**src/rtl/fft_pkg.sv**
```systemverilog
// Shared FFT definitions: frame geometry, sample/complex word types, writer
// states and the bit-reversal helper also used by the FFT address generator.
package fft_pkg;

  localparam int N     = 64;
  localparam int LOG2N = 6;
  localparam int WIDTH = 32;

  typedef logic signed [WIDTH/2-1:0] sample_t;
  typedef logic        [WIDTH-1:0]   cplx_t;

  typedef enum logic {FILL = 1'b0, STALL = 1'b1} wr_state_e;

  function automatic cplx_t pack(input sample_t re, input sample_t im);
    return {re, im};
  endfunction

  // Reverses the low 'bits' bits of v; bits above that come back as zero.
  function automatic logic [15:0] bitrev(input logic [15:0] v, input int bits);
    logic [15:0] r;
    r = '0;
    for (int i = 0; i < 16; i++) begin
      if (i < bits) r[bits-1-i] = v[i];
    end
    return r;
  endfunction

endpackage

```
**src/rtl/fft_bitrev_loader_if.sv**
```systemverilog
// Sample-in / frame-out bus between the audio source, the loader and the FFT
// engine. The master drives samples, read addresses and frame releases.
interface fft_bitrev_loader_if #(
  parameter int WIDTH = 32,
  parameter int LOG2N = 6
);
  logic                      sample_valid;
  logic signed [WIDTH/2-1:0] sample_in;
  logic                      sample_ready;
  logic                      frame_valid;
  logic [LOG2N-1:0]          rd_addr;
  logic [WIDTH-1:0]          rd_data;
  logic                      frame_done;
  logic                      overrun;
  logic [15:0]               drop_count;

  modport master (
    output sample_valid, sample_in, rd_addr, frame_done,
    input  sample_ready, frame_valid, rd_data, overrun, drop_count
  );

  modport slave (
    input  sample_valid, sample_in, rd_addr, frame_done,
    output sample_ready, frame_valid, rd_data, overrun, drop_count
  );
endinterface

```
**src/rtl/fft_frame_ram.sv**
```systemverilog
// Ping-pong frame store: one write port, one registered read port; the bank
// select is the top address bit.
module fft_frame_ram #(
  parameter int WIDTH = 32,
  parameter int AW    = 7
) (
  input  logic             clk,
  input  logic             rst,
  input  logic             we,
  input  logic [AW-1:0]    waddr,
  input  logic [WIDTH-1:0] wdata,
  input  logic [AW-1:0]    raddr,
  output logic [WIDTH-1:0] rdata
);

  logic [WIDTH-1:0] mem [2**AW];

  always_ff @(posedge clk) begin
    if (we) mem[waddr] <= wdata;
  end

  always_ff @(posedge clk) begin
    if (rst) rdata <= '0;
    else     rdata <= mem[raddr];
  end

endmodule

```
**src/rtl/fft_bitrev_loader.sv**
```systemverilog
// Loads real audio samples into bit-reversed ping-pong frames for an in-place
// FFT, stalling when both banks are full and counting dropped samples.
module fft_bitrev_loader
  import fft_pkg::*;
#(
  parameter int N     = fft_pkg::N,
  parameter int LOG2N = fft_pkg::LOG2N,
  parameter int WIDTH = fft_pkg::WIDTH
) (
  input  logic              clk,
  input  logic              rst,
  fft_bitrev_loader_if.slave bus
);

  wr_state_e        state_q, state_d;
  logic [LOG2N-1:0] cnt_q, cnt_d;
  logic             wr_bank_q, wr_bank_d;
  logic             rd_bank_q, rd_bank_d;
  logic [1:0]       full_q, full_d;
  logic [15:0]      drop_q, drop_d;
  logic             accept, clr, last, other_free;
  logic [LOG2N:0]   waddr, raddr;

  assign bus.sample_ready = (state_q == FILL) && !rst;
  assign bus.overrun      = bus.sample_valid && (state_q != FILL) && !rst;
  assign bus.frame_valid  = full_q[rd_bank_q];
  assign bus.drop_count   = drop_q;

  assign accept = bus.sample_valid && bus.sample_ready;
  assign clr    = bus.frame_done && full_q[rd_bank_q];
  assign last   = (cnt_q == LOG2N'(N-1));

  always_comb begin
    state_d    = state_q;
    cnt_d      = cnt_q;
    wr_bank_d  = wr_bank_q;
    rd_bank_d  = rd_bank_q;
    full_d     = full_q;
    drop_d     = drop_q;
    other_free = 1'b0;
    if (clr) begin
      full_d[rd_bank_q] = 1'b0;
      rd_bank_d         = ~rd_bank_q;
    end
    // A release in this same cycle counts as the other bank being free.
    other_free = !full_d[~wr_bank_q];
    case (state_q)
      FILL: begin
        if (accept) begin
          cnt_d = cnt_q + LOG2N'(1);
          if (last) begin
            full_d[wr_bank_q] = 1'b1;
            if (other_free) wr_bank_d = ~wr_bank_q;
            else            state_d   = STALL;
          end
        end
      end
      STALL: begin
        if (other_free) begin
          wr_bank_d = ~wr_bank_q;
          state_d   = FILL;
        end
      end
      default: state_d = FILL;
    endcase
    if (bus.overrun && (drop_q != 16'hFFFF)) drop_d = drop_q + 16'd1;
  end

  always_ff @(posedge clk) begin
    if (rst) begin
      state_q   <= FILL;
      cnt_q     <= '0;
      wr_bank_q <= 1'b0;
      rd_bank_q <= 1'b0;
      full_q    <= 2'b00;
      drop_q    <= '0;
    end else begin
      state_q   <= state_d;
      cnt_q     <= cnt_d;
      wr_bank_q <= wr_bank_d;
      rd_bank_q <= rd_bank_d;
      full_q    <= full_d;
      drop_q    <= drop_d;
    end
  end

  assign waddr = {wr_bank_q, LOG2N'(bitrev(16'(cnt_q), LOG2N))};
  assign raddr = {rd_bank_q, bus.rd_addr};

  fft_frame_ram #(
    .WIDTH (WIDTH),
    .AW    (LOG2N + 1)
  ) u_ram (
    .clk   (clk),
    .rst   (rst),
    .we    (accept),
    .waddr (waddr),
    .wdata ({bus.sample_in, {(WIDTH/2){1'b0}}}),
    .raddr (raddr),
    .rdata (bus.rd_data)
  );

endmodule

```
**src/flat_wrapper.sv**
```systemverilog
// flat-port wrapper written by rule: the top's interface ports become plain ports
module fft_bitrev_loader_flat import fft_pkg::*;
#(
  parameter int N     = fft_pkg::N,
  parameter int LOG2N = fft_pkg::LOG2N,
  parameter int WIDTH = fft_pkg::WIDTH
)
  (clk, rst, bus_sample_valid, bus_sample_in, bus_rd_addr, bus_frame_done, bus_sample_ready, bus_frame_valid, bus_rd_data, bus_overrun, bus_drop_count);
  fft_bitrev_loader_if #(.WIDTH(WIDTH), .LOG2N(LOG2N)) bus_i ();
  input  logic clk;
  input  logic rst;
  input wire logic [$bits(bus_i.sample_valid)-1:0] bus_sample_valid;
  input wire logic [$bits(bus_i.sample_in)-1:0] bus_sample_in;
  input wire logic [$bits(bus_i.rd_addr)-1:0] bus_rd_addr;
  input wire logic [$bits(bus_i.frame_done)-1:0] bus_frame_done;
  output wire logic [$bits(bus_i.sample_ready)-1:0] bus_sample_ready;
  output wire logic [$bits(bus_i.frame_valid)-1:0] bus_frame_valid;
  output wire logic [$bits(bus_i.rd_data)-1:0] bus_rd_data;
  output wire logic [$bits(bus_i.overrun)-1:0] bus_overrun;
  output wire logic [$bits(bus_i.drop_count)-1:0] bus_drop_count;
  assign bus_i.sample_valid = bus_sample_valid;
  assign bus_i.sample_in = bus_sample_in;
  assign bus_i.rd_addr = bus_rd_addr;
  assign bus_i.frame_done = bus_frame_done;
  assign bus_sample_ready = bus_i.sample_ready;
  assign bus_frame_valid = bus_i.frame_valid;
  assign bus_rd_data = bus_i.rd_data;
  assign bus_overrun = bus_i.overrun;
  assign bus_drop_count = bus_i.drop_count;
  fft_bitrev_loader #(.N(N), .LOG2N(LOG2N), .WIDTH(WIDTH)) u_core (.clk(clk), .rst(rst), .bus(bus_i));
endmodule
```
**config.mk**
```make
export PLATFORM = sky130hd
export DESIGN_NAME = fft_bitrev_loader_flat
export DESIGN_NICKNAME = d
export VERILOG_FILES = /design/src/rtl/fft_pkg.sv /design/src/rtl/fft_bitrev_loader_if.sv /design/src/rtl/fft_frame_ram.sv /design/src/rtl/fft_bitrev_loader.sv /design/src/flat_wrapper.sv
export SDC_FILE = /design/constraint.sdc
export NUM_CORES = 2
export LEC_CHECK = 0
export ABC_AREA = 1
export BUFFER_PORTS_ARGS = -buffer_cell sky130_fd_sc_hd__buf_2
export CAP_MARGIN = 10
export CORE_ASPECT_RATIO = 0.6
export CORE_UTILIZATION = 50
export DETAILED_ROUTE_END_ITERATION = 10
export GPL_TIMING_DRIVEN = 0
export PLACE_DENSITY = 0.65
export SKIP_CTS_REPAIR_TIMING = 1
export SLEW_MARGIN = 20
export SYNTH_ARGS = -nofsm -noshare
export SYNTH_HDL_FRONTEND = slang
export SYNTH_SLANG_ARGS = --single-unit
```
**constraint.sdc**
```tcl
create_clock -name clk -period 5.4 [get_ports clk]
set_input_delay 0.54 -clock clk [delete_from_list [all_inputs] [get_ports clk]]
set_output_delay 0.54 -clock clk [all_outputs]
set_load 0.02 [all_outputs]
```
==> flow_metrics.tcl <==
set metrics [dict create \
    main_flop_type_after_synthesis "edfxtp_1" \
    design.portCount 77 \
    crit_path_cell_trace "nor3_2 > buf_2 > nand4_1 > clkbuf_2 > buf_16 > nor2_4" \
    globalRouteOverflowTotal 0 \
    place_congestion 1.032 \
    period_share_pct 76.56 \
    critPathCaptureType "flip-flop" \
    floorplan.die.height_um 320.0 \
    vias_in_the_first_global_route 56139 \
    critPathBufInv 3 \
    drt_first_iter_violations 12323 \
    fillerInstances 13597 \
    critPathLaunchType "flip-flop" \
    drv.max_cap_violation_count 0 \
    crit_path_max_fanout 16 \
    synth_async_sr_flop_share_pct 0 \
    pre_cts_slack_ns 0.9289 \
    hold_violations 1 \
    tritoncts_num_sinks 2091 \
    detailroute.via_count 62113 \
    clk_transition_reported_paths_ns 0.06 \
    ys_top_cells_by_count "2,267 x nand2_1, 2,048 x edfxtp_1, 1,947 x nand3_1, 272 x buf_2, 185 x nor2_1" \
    ir_worst_vdd_mv 0.2874 \
    floorplan.die.width_um 532.1 \
    critPathArrivalTime_ns 4.61 \
    gr-max-usage-layer "met1" \
    global_route.usage.met1_pct 54.51 \
    post_synth_main_area_contributors "edfxtp_1 73%, nand3_1 12%, nand2_1 10%" \
    final.setup.tns_ns 0 \
    cts_tree "done" \
    rsz0062_at_grt "no" \
    finalNetCount 7466 \
    worst_hold_class "in -> reg" \
    grtUsageMet2_pct 47.71 \
    routedWlPerCell_um 32.63 \
    worst-slew-pin-transition_ns 1.287 \
    setup_slack_ns 1.266 \
    syn-cell-area_mm2 0.08429 \
    floorplan.initialDensity_pct 50.46 \
    critPathMaxStageDelay_ns 0.95 \
    hold_ws_ns -0.008755 \
    reg2reg_setup_slack_ns 1.27 \
    post-dp-hpwl_mm 219.8 \
    failing_checks "DRC, hold timing" \
    biggest_area_consumer_among_synthesized_cells "edfxtp_1" \
    h-tree-depth 4 \
    grt_start_max_net_pins 95 \
    fmax_ghz 0.2419 \
    final_critical_delay_including_setup_and_external_delays_ns 4.134 \
    via_per_inst 6.317 \
    hold_start "bus_frame_done" \
    core_area_mm2 0.1671 \
    crit_path_top_delay_cell "nand4_1" \
    power_per_cell_area_mw_per_mm2 354.9 \
    post-route-drc-count 12 \
    detailedRoute.firstPassIterationCount 9 \
    gr-usage-all-layers_pct 37.33 \
    syn2layout_area_growth_pct 14.22 \
    floorplan.rows 116 \
    syn-mean-instance-area_um2 11.92 \
    cpLargestDelayFamily "simple AND/OR/NAND/NOR gates" \
    synth-edff-count 2048 \
    finalMaxSlewViolations 0 \
    worstSkewPairLatency_ns 0.88 \
    status "finished, violations left" \
    min_delay_worst_endpoint "u_core.rd_bank_q" \
    numPortBuffers 56 \
    ff_to_ff_start "u_core.state_q" \
    setup-violations-final 0 \
    ys.warnings.count 0 \
    drt_wl_total_mm 320.8 \
    syn-instance-count 7069 \
    cts_buffer_depth 4 \
    final_antenna_net_count 0 \
    use_met3_pct 18.04 \
    leakage_component_of_the_power_uw 0.03404 \
    criticalPathCategory "reg -> reg" \
    grt_pass1_wl_mm 438.4 \
    r2r_cells 6 \
    timing.max_slew.rel_slack_pct 14.17 \
    worstHoldPathCells 4 \
    netlist.area_leader.share_pct 72.96 \
    numCtsBuffers 192 \
    antenna_found_initial 23 \
    cell_chosen_for_the_clock_root "clkbuf_16" \
    rr_endpoint "u_core.u_ram.mem[106][3]" \
    worstPathRequired_ns 5.87 \
    fin_skew_ns 0.04169 \
    synth.most_common_cell "nand2_1" \
    yosysSeqAreaShare_pct 73.98 \
    drive_gt1_share_pct 12.12 \
    yosys_register_bits 2091 \
    post_synth_num_cell_types 32 \
    floorplan.die_area_mm2 0.1703 \
]
[layer usage]
layer / wire (um) / share of wire [%] / vias up
met5: 76 / 0.024 / -
met4: 11580 / 3.6 / 10
met3: 61030 / 19 / 630
met2: 123400 / 38 / 5177
met1: 124700 / 39 / 30446
li1: - / - / 25850
[worst register-to-register path, stage by stage (launching register included)]
cell and delay (ns):
dfxtp_1 0.36, nor3_2 0.43, buf_2 0.32, nand4_1 0.95
clkbuf_2 0.68, buf_16 0.30, nor2_4 0.71
[registers in the layout, indices dropped and copies added, names as in the netlist]
| register | cells |
|---|---|
| u_core.full_q | 2 |
| u_core.u_ram.mem | 2048 |
| u_core.state_q | 1 |
| u_core.cnt_q | 6 |
| u_core.u_ram.rdata | 16 |
| u_core.bus.drop_count | 16 |
| u_core.rd_bank_q | 1 |
| u_core.wr_bank_q | 1 |
[worst max path at each step]
stage                startpoint                        to  slack (ns)  cells past startpoint
3_5_place_dp   bus_sample_valid  u_core.u_ram.mem[106][4]        0.93                      8
6_report         u_core.state_q  u_core.u_ram.mem[106][3]        1.27                      6
2_1_floorplan               rst  u_core.u_ram.mem[105][0]        2.79                      5
4_1_cts          u_core.state_q   u_core.u_ram.mem[74][9]        1.39                      7
3_3_place_gp   bus_sample_valid  u_core.u_ram.mem[98][11]       -0.16                      7
5_1_grt          u_core.state_q   u_core.u_ram.mem[74][9]        1.28                      7
[layout make-up]
class | instances | area [um^2] | area share, %
plain buffers | 479 | 2490 | 2.586
clock inverters | 91 | 855.8 | 0.8889
multi-input cells | 4479 | 20100 | 20.87
flip-flops and latches | 2091 | 62360 | 64.77
inverters | 35 | 133.9 | 0.1391
clock buffers | 247 | 5202 | 5.404
repair buffers | 160 | 2310 | 2.399
diodes | 8 | 20.02 | 0.02079
well taps | 2242 | 2805 | 2.914
[cells by family after synthesis]
family	after synthesis	synth area share [%]
DFF	2091	73.98
adders and majority gates	2	0.02968
AOI/OAI and AO/OA	34	0.2123
buffers and inverters	514	3.074
and+or+nand+nor	4424	22.67
xor gates and xnor gates	3	0.03118
other	1	0.004449
[per-stage QoR]
step / power, uW / std cells / hold WS (ns) / area, um^2 / util, %
2_1_floorplan: 19280 / 7084 / 0.4732 / 84350 / -
3_3_place_gp: 20580 / 9382 / 0.4714 / 87430 / 52.34
3_5_place_dp: 20640 / 9486 / 0.4752 / 90190 / 53.99
4_1_cts: 33910 / 9824 / -0.03291 / 96250 / 57.62
5_1_grt: 34720 / 9826 / 0.01577 / 96260 / 57.62
6_report: 34160 / 9832 / -0.008755 / 96270 / 57.63
[placed cells by master (no fill, tap or decap), drive strengths merged, types with 2 or more instances in the layout]
cell type / Yosys / layout
nor3b: 2 / 2
nand3: 1947 / 1947
conb: 1 / 16
edfxtp: 2048 / 2048
nor3: 8 / 8
clkinvlp: 0 / 3
o21ai: 13 / 13
a21oi: 17 / 17
xor2: 2 / 2
nand2: 2267 / 2267
bufinv: 0 / 16
ha: 2 / 2
clkbuf: 82 / 331
dfxtp: 43 / 43
nand4: 10 / 10
clkinv: 1 / 69
inv: 34 / 38
nor4: 2 / 2
diode: 0 / 8
buf: 397 / 555
nor2: 185 / 185
[report_power, final]
part | leakage [uW] | internal, uW | switching (uW)
registers | 0.0188 | 17800 | 7.54
clock network | 0.00297 | 7550 | 6170
logic | 0.0123 | 536 | 2080
Power figures use the tool's default switching activity.
